--- config.mk ---
export PLATFORM = sky130hd
export DESIGN_NAME = sgd_linreg_trainer
export DESIGN_NICKNAME = d
export VERILOG_FILES = /design/src/rtl/sgd_linreg_trainer.sv
export SDC_FILE = /design/constraint.sdc
export NUM_CORES = 1
export LEC_CHECK = 0
export BUFFER_PORTS_ARGS = -buffer_cell sky130_fd_sc_hd__buf_2
export CAP_MARGIN = 25
export CORE_UTILIZATION = 55
export CTS_BUF_LIST = sky130_fd_sc_hd__clkbuf_8
export CTS_CLUSTER_SIZE = 28
export DETAILED_ROUTE_END_ITERATION = 10
export HOLD_SLACK_MARGIN = 0.05
export PLACE_DENSITY = 0.73
export SLEW_MARGIN = 20
export SYNTH_ARGS = -nofsm -noshare
export SYNTH_HDL_FRONTEND = slang
export SYNTH_SLANG_ARGS = --single-unit
--- constraint.sdc ---
create_clock -name CLK -period 10.7 [get_ports CLK]
set_input_delay 2.14 -clock CLK [delete_from_list [all_inputs] [get_ports CLK]]
set_output_delay 2.14 -clock CLK [all_outputs]
set_load 0.02 [all_outputs]
--- src/rtl/sgd_linreg_trainer.sv ---
// sgd_linreg_trainer: fixed-point SGD trainer for y_hat = W0 + sum(Wi*Xi).
// Samples (F features + target) live in an internal RAM loaded via wr_*.
// start runs `epochs` passes over samples 0..DP-1 with one shared multiplier.
// Build option: define SGD_SATURATE_EN to saturate mul/acc/error/weight math.
// Ports:
//   CLK, RST           clock, async active-high reset
//   wr_en/sample/col/data  sample RAM write port (ignored while busy)
//   start, init_w, epochs  training request (sampled in IDLE)
//   busy, done             status (done is a one-cycle pulse)
//   w_rd_addr, w_rd_data   combinational weight read, 0 when addr > F
//   err_out                error of the most recent sample
module sgd_linreg_trainer #(
  parameter int unsigned BITS     = 16,
  parameter int unsigned FRAC     = 8,
  parameter int unsigned F        = 4,
  parameter int unsigned DP       = 4,
  parameter int unsigned LR_SHIFT = 7,
  parameter logic [BITS-1:0] W_INIT = BITS'(16'h0040),
  parameter int unsigned EP_W     = 8,
  localparam int unsigned SW      = (DP > 1) ? $clog2(DP) : 1,
  localparam int unsigned CW      = $clog2(F + 1)
) (
  input  logic            CLK,
  input  logic            RST,
  input  logic            wr_en,
  input  logic [SW-1:0]   wr_sample,
  input  logic [CW-1:0]   wr_col,
  input  logic [BITS-1:0] wr_data,
  input  logic            start,
  input  logic            init_w,
  input  logic [EP_W-1:0] epochs,
  output logic            busy,
  output logic            done,
  input  logic [CW-1:0]   w_rd_addr,
  output logic [BITS-1:0] w_rd_data,
  output logic [BITS-1:0] err_out
);

  localparam int unsigned PW = 2 * BITS;
`ifdef SGD_SATURATE_EN
  localparam bit SAT_EN = 1'b1;
`else
  localparam bit SAT_EN = 1'b0;
`endif

  typedef enum logic [2:0] {S_IDLE, S_PRED, S_ERR, S_UPD, S_DONE} state_t;

  state_t            state_q, state_d;
  logic [CW-1:0]     idx_q, idx_d;
  logic [SW-1:0]     smp_q, smp_d;
  logic [EP_W-1:0]   ep_q, ep_d;
  logic [EP_W-1:0]   ep_tgt_q, ep_tgt_d;
  logic [BITS-1:0]   acc_q, acc_d;
  logic [BITS-1:0]   g_q, g_d;
  logic [BITS-1:0]   err_q, err_d;
  logic              busy_q, busy_d;
  logic              done_q, done_d;
  logic [BITS-1:0]   w_q [F+1];
  logic [BITS-1:0]   w_d [F+1];
  logic [BITS-1:0]   mem_q [DP][F+1];

  logic [CW-1:0]     col;
  logic [BITS-1:0]   x_sel, mul_a, mul_r, e_c;
  logic [PW-1:0]     prod, prod_sh;

  // Sign-extend a word to the double-width working precision.
  function automatic logic [PW-1:0] sx(input logic [BITS-1:0] v);
    return {{BITS{v[BITS-1]}}, v};
  endfunction

  // Reduce a double-width result to BITS: wrap, or clamp when saturation is built in.
  function automatic logic [BITS-1:0] fit(input logic [PW-1:0] v);
    logic ovf;
    ovf = (v[PW-1:BITS-1] != {(PW-BITS+1){v[PW-1]}});
    if (SAT_EN && ovf) return v[PW-1] ? {1'b1, {(BITS-1){1'b0}}} : {1'b0, {(BITS-1){1'b1}}};
    return v[BITS-1:0];
  endfunction

  // Shared multiplier: PRED uses X[idx]*W[idx+1], UPD uses g*X[idx-1].
  always_comb begin
    col     = (state_q == S_UPD && idx_q != '0) ? idx_q - CW'(1) : idx_q;
    x_sel   = mem_q[smp_q][col];
    mul_a   = (state_q == S_UPD) ? g_q : w_q[idx_q + CW'(1)];
    prod    = sx(mul_a) * sx(x_sel);
    prod_sh = $signed(prod) >>> FRAC;
    mul_r   = fit(prod_sh);
  end

  // Next-state and datapath updates.
  always_comb begin
    state_d  = state_q;
    idx_d    = idx_q;
    smp_d    = smp_q;
    ep_d     = ep_q;
    ep_tgt_d = ep_tgt_q;
    acc_d    = acc_q;
    g_d      = g_q;
    err_d    = err_q;
    w_d      = w_q;
    e_c      = fit(sx(mem_q[smp_q][CW'(F)]) - sx(acc_q));

    case (state_q)
      S_IDLE: begin
        if (start) begin
          ep_tgt_d = epochs;
          ep_d     = '0;
          smp_d    = '0;
          idx_d    = '0;
          if (init_w) w_d = '{default: W_INIT};
          acc_d    = init_w ? W_INIT : w_q[0];
          state_d  = (epochs == '0) ? S_DONE : S_PRED;
        end
      end
      S_PRED: begin
        acc_d = fit(sx(acc_q) + sx(mul_r));
        if (idx_q == CW'(F - 1)) begin
          idx_d   = '0;
          state_d = S_ERR;
        end else begin
          idx_d = idx_q + CW'(1);
        end
      end
      S_ERR: begin
        err_d   = e_c;
        g_d     = $signed(e_c) >>> LR_SHIFT;
        idx_d   = '0;
        state_d = S_UPD;
      end
      S_UPD: begin
        if (idx_q == '0) w_d[0]     = fit(sx(w_q[0]) + sx(g_q));
        else             w_d[idx_q] = fit(sx(w_q[idx_q]) + sx(mul_r));
        if (idx_q == CW'(F)) begin
          idx_d = '0;
          // W0 was already refreshed at index 0, so it seeds the next prediction.
          acc_d = w_q[0];
          if (smp_q == SW'(DP - 1)) begin
            smp_d   = '0;
            ep_d    = ep_q + EP_W'(1);
            state_d = (ep_d == ep_tgt_q) ? S_DONE : S_PRED;
          end else begin
            smp_d   = smp_q + SW'(1);
            state_d = S_PRED;
          end
        end else begin
          idx_d = idx_q + CW'(1);
        end
      end
      S_DONE: state_d = S_IDLE;
      default: state_d = S_IDLE;
    endcase

    busy_d = (state_d == S_PRED) || (state_d == S_ERR) || (state_d == S_UPD);
    done_d = (state_d == S_DONE);
  end

  // Control and weight registers.
  always_ff @(posedge CLK or posedge RST) begin
    if (RST) begin
      state_q  <= S_IDLE;
      idx_q    <= '0;
      smp_q    <= '0;
      ep_q     <= '0;
      ep_tgt_q <= '0;
      acc_q    <= '0;
      g_q      <= '0;
      err_q    <= '0;
      busy_q   <= 1'b0;
      done_q   <= 1'b0;
      w_q      <= '{default: W_INIT};
    end else begin
      state_q  <= state_d;
      idx_q    <= idx_d;
      smp_q    <= smp_d;
      ep_q     <= ep_d;
      ep_tgt_q <= ep_tgt_d;
      acc_q    <= acc_d;
      g_q      <= g_d;
      err_q    <= err_d;
      busy_q   <= busy_d;
      done_q   <= done_d;
      w_q      <= w_d;
    end
  end

  // Sample RAM: not reset, frozen while training.
  always_ff @(posedge CLK) begin
    if (wr_en && !busy_q && wr_col <= CW'(F)) mem_q[wr_sample][wr_col] <= wr_data;
  end

  assign busy      = busy_q;
  assign done      = done_q;
  assign err_out   = err_q;
  assign w_rd_data = (w_rd_addr <= CW'(F)) ? w_q[w_rd_addr] : '0;

endmodule

==> reports/summary.txt <==
Worst Setup EP: acc_q[15]$_DFFE_PP0P_
Worst reg2reg path depth: 42
Core ar.: 55500 um^2
Hold crit path type: register to register
CTS buffer count: 75
Commonest non-fill, non-tap cell in the layout: inv_1
Placed Instances: 3557
WL final: 92.5 mm
First-pass detailed-route iteration total: 8
ANT nets after route: 0
Relative slew slack: 0.246
Clk buf depth: 3
CP Depth: 42
Period utilization: 0.954
Via count: 23600
RR Startpoint: idx_q[0]$_DFFE_PP0P_
Die footprint: 57500 um^2
TritonCTS clock tree: yes
Clock Latency Late Sink: 0.70 ns
Status: complete, no violations
P&R area growth vs syn: 10.0%
Hold buffer count at CTS: 0
Initial DRC count: 2820
Synth cell types: 82
Least-Margin Pin Slew: 1.13 ns
Wirelength per Cell: 25.1 um
Syn_nets: 3139
Crit path launch: idx_q[0]$_DFFE_PP0P_
Crit path required time: 11.23 ns
Fin crit period: 10.21 ns
Starting Density: 0.560
Synthesized area: 31100 um^2
Share of layout cells above drive strength 1: 0.160
Max Cap Violations: 0
Net total in the final layout: 3253
Number of I/O pins: 71
Critical path peak fanout: 18
CTS HTree Levels: 3
Final hold violation count: 0
Yosys warnings: 0
Row count: 86
Crit path buf inv count: 8
Synth Register Bits: 458
Setup CP Type: register to register
Number of synthesized flops with an enable pin: 320
Initial antenna violation count: 2
Clock skew: 0.0450 ns
Total GRT Usage: 0.331
RD Place Congestion: 0.960
CTS Root Cell: clkbuf_8
Clk sinks: 458
Final setup vio count: 0
Worst stage delay on the critical path: 0.51 ns
DP HPWL: 65.9 mm
DIE HEIGHT: 240 um
DRC viols: 0
Fillers: 4513
Delay-heaviest family, CP: adder cells
IO Port Bufs: 70
CP max-delay cell: mux4_2
RR Endpoint: acc_q[15]$_DFFE_PP0P_
Mapped Cells: 2775
Fmax: 97.9 MHz
Largest net degree at the start of global routing: 81
Post-Syn Area per Cell: 11.2 um^2
Avg Vias per Cell: 6.40
Register-to-register setup slack: 0.49 ns
Number of global-route vias before repair: 24100
Slew Limit Fails: 0
Most frequent cells in the layout: inv_1 (342), edfxtp_1 (320), nor2_1 (232)
GRT overflow: 0
FFs w/ async S/R, synth: 0.301
Hold Crit Depth: 2
Finished Layout Cells: 3690
Critical path capture point type: register
CP startpoint kind: register
First-pass GRT wire length: 142 mm
Worst-path clk slew: 0.06 ns
Die span in x: 240 um
Worst path arrival time: 10.75 ns
Sequential area share after synthesis: 0.420
Predominant post-synthesis flop cell: edfxtp_1
[registers in the layout, indices dropped and copies added (netlist names)]
signal / flops
ep_tgt_q: 8
idx_q: 3
acc_q: 16
w_q: 80
state_q: 3
busy: 1
ep_q: 8
done: 1
err_out: 7
g_q: 9
smp_q: 2
mem_q: 320
[cells by family after synthesis]
logic type               count (synthesis)  synth area share
AO/OA/AOI/OAI                          579             0.125
flip-flops                             458             0.420
AND/OR/NAND/NOR                        727             0.110
multiplexers                           131            0.0816
XOR/XNOR                                90            0.0276
buffers and inverters                  463            0.0579
adder cells (fa/ha/maj)                327             0.177
[how the worst min path moves through the flow]
stage                                 from                      to
floorplan              w_q[54]$_DFFE_PP1P_     w_q[54]$_DFFE_PP1P_
global placement       w_q[54]$_DFFE_PP1P_     w_q[54]$_DFFE_PP1P_
detailed placement  err_out[1]$_DFFE_PP0P_  err_out[1]$_DFFE_PP0P_
CTS                 err_out[1]$_DFFE_PP0P_  err_out[1]$_DFFE_PP0P_
global route           w_q[54]$_DFFE_PP1P_     w_q[54]$_DFFE_PP1P_
finish              err_out[1]$_DFFE_PP0P_  err_out[1]$_DFFE_PP0P_
[timing repair]
| item | in CTS | in global routing |
|---|---|---|
| setup endpoints to repair | 0 | 25 |
| gates resized for setup | 0 | 16 |
| setup buffers | 0 | 3 |
[cell type report]
cell class	instances	area (um^2)	share of cell area
clock buffer	81	1110	0.0326
tap	748	936	0.0274
clock inverter	48	299	0.00874
antenna	1	2.50	0.0000732
sequential	458	13100	0.382
timing repair buffer	178	1200	0.0352
multi-input combinational	1854	16400	0.478
inverter	322	1210	0.0355
[per-layer routing]
metal / share of wire / GRT usage / routed length, um
met4: 0.058 / 0.177 / 5360
met3: 0.096 / 0.0653 / 8910
met5: 0.00013 / 0 / 12
met1: 0.39 / 0.440 / 35900
met2: 0.46 / 0.516 / 42300
[stage by stage]
step | setup slack (ns) | TNS, ns | cell area, um^2 | utilization | hold WS, ns
2_1_floorplan | 0.0491 | 0 | 31100 | - | 0.449
3_3_place_gp | 0.374 | 0 | 32700 | 0.589 | 0.465
3_5_place_dp | 0.226 | 0 | 32700 | 0.589 | 0.473
4_1_cts | 0.150 | 0 | 34100 | 0.614 | 0.484
5_1_grt | -0.0177 | -0.0177 | 34200 | 0.616 | 0.496
6_report | 0.487 | 0 | 34200 | 0.616 | 0.478
[worst min-delay path, stage by stage, from the launching register on]
cell	delay [ns]
dfrtp_1	0.33
nand2_1	0.04
o21ai_0	0.06
[cell usage after synthesis (8+ instances only)]
master	n	area, um^2
inv_1	322	1210
edfxtp_1	320	9610
nor2_1	234	878
fa_1	190	3800
nand2_1	187	702
o21ai_0	147	736
ha_1	137	1710
dfrtp_1	133	3330
a21oi_1	104	521
mux4_2	97	2180
clkbuf_1	93	349
nand2b_1	61	382
a22o_1	60	526
xnor2_1	59	517
nand3_1	48	240
nor3_1	46	230
or2_2	32	200
a211oi_1	31	233
buf_2	31	155
a21o_1	29	218
a22oi_1	27	203
and3_1	25	156
xor2_1	25	219
o22ai_1	24	150
mux2i_1	23	230
nor2b_1	23	144
nor4_1	18	113
a221o_1	16	160
o21ai_1	14	70.1
o21bai_1	12	90.1
a31oi_1	11	68.8
buf_1	11	41.3
mux2_2	11	124
o21a_1	10	75.1
a2111oi_0	9	78.8
and2_1	9	56.3
o31ai_1	9	67.6
nor3b_1	8	60.1
o211ai_1	8	60.1
o221ai_1	8	70.1
or3_1	8	50.1
Power is not shown: default switching activity piles up to over one toggle a cycle in this logic, so the estimate is an artifact.
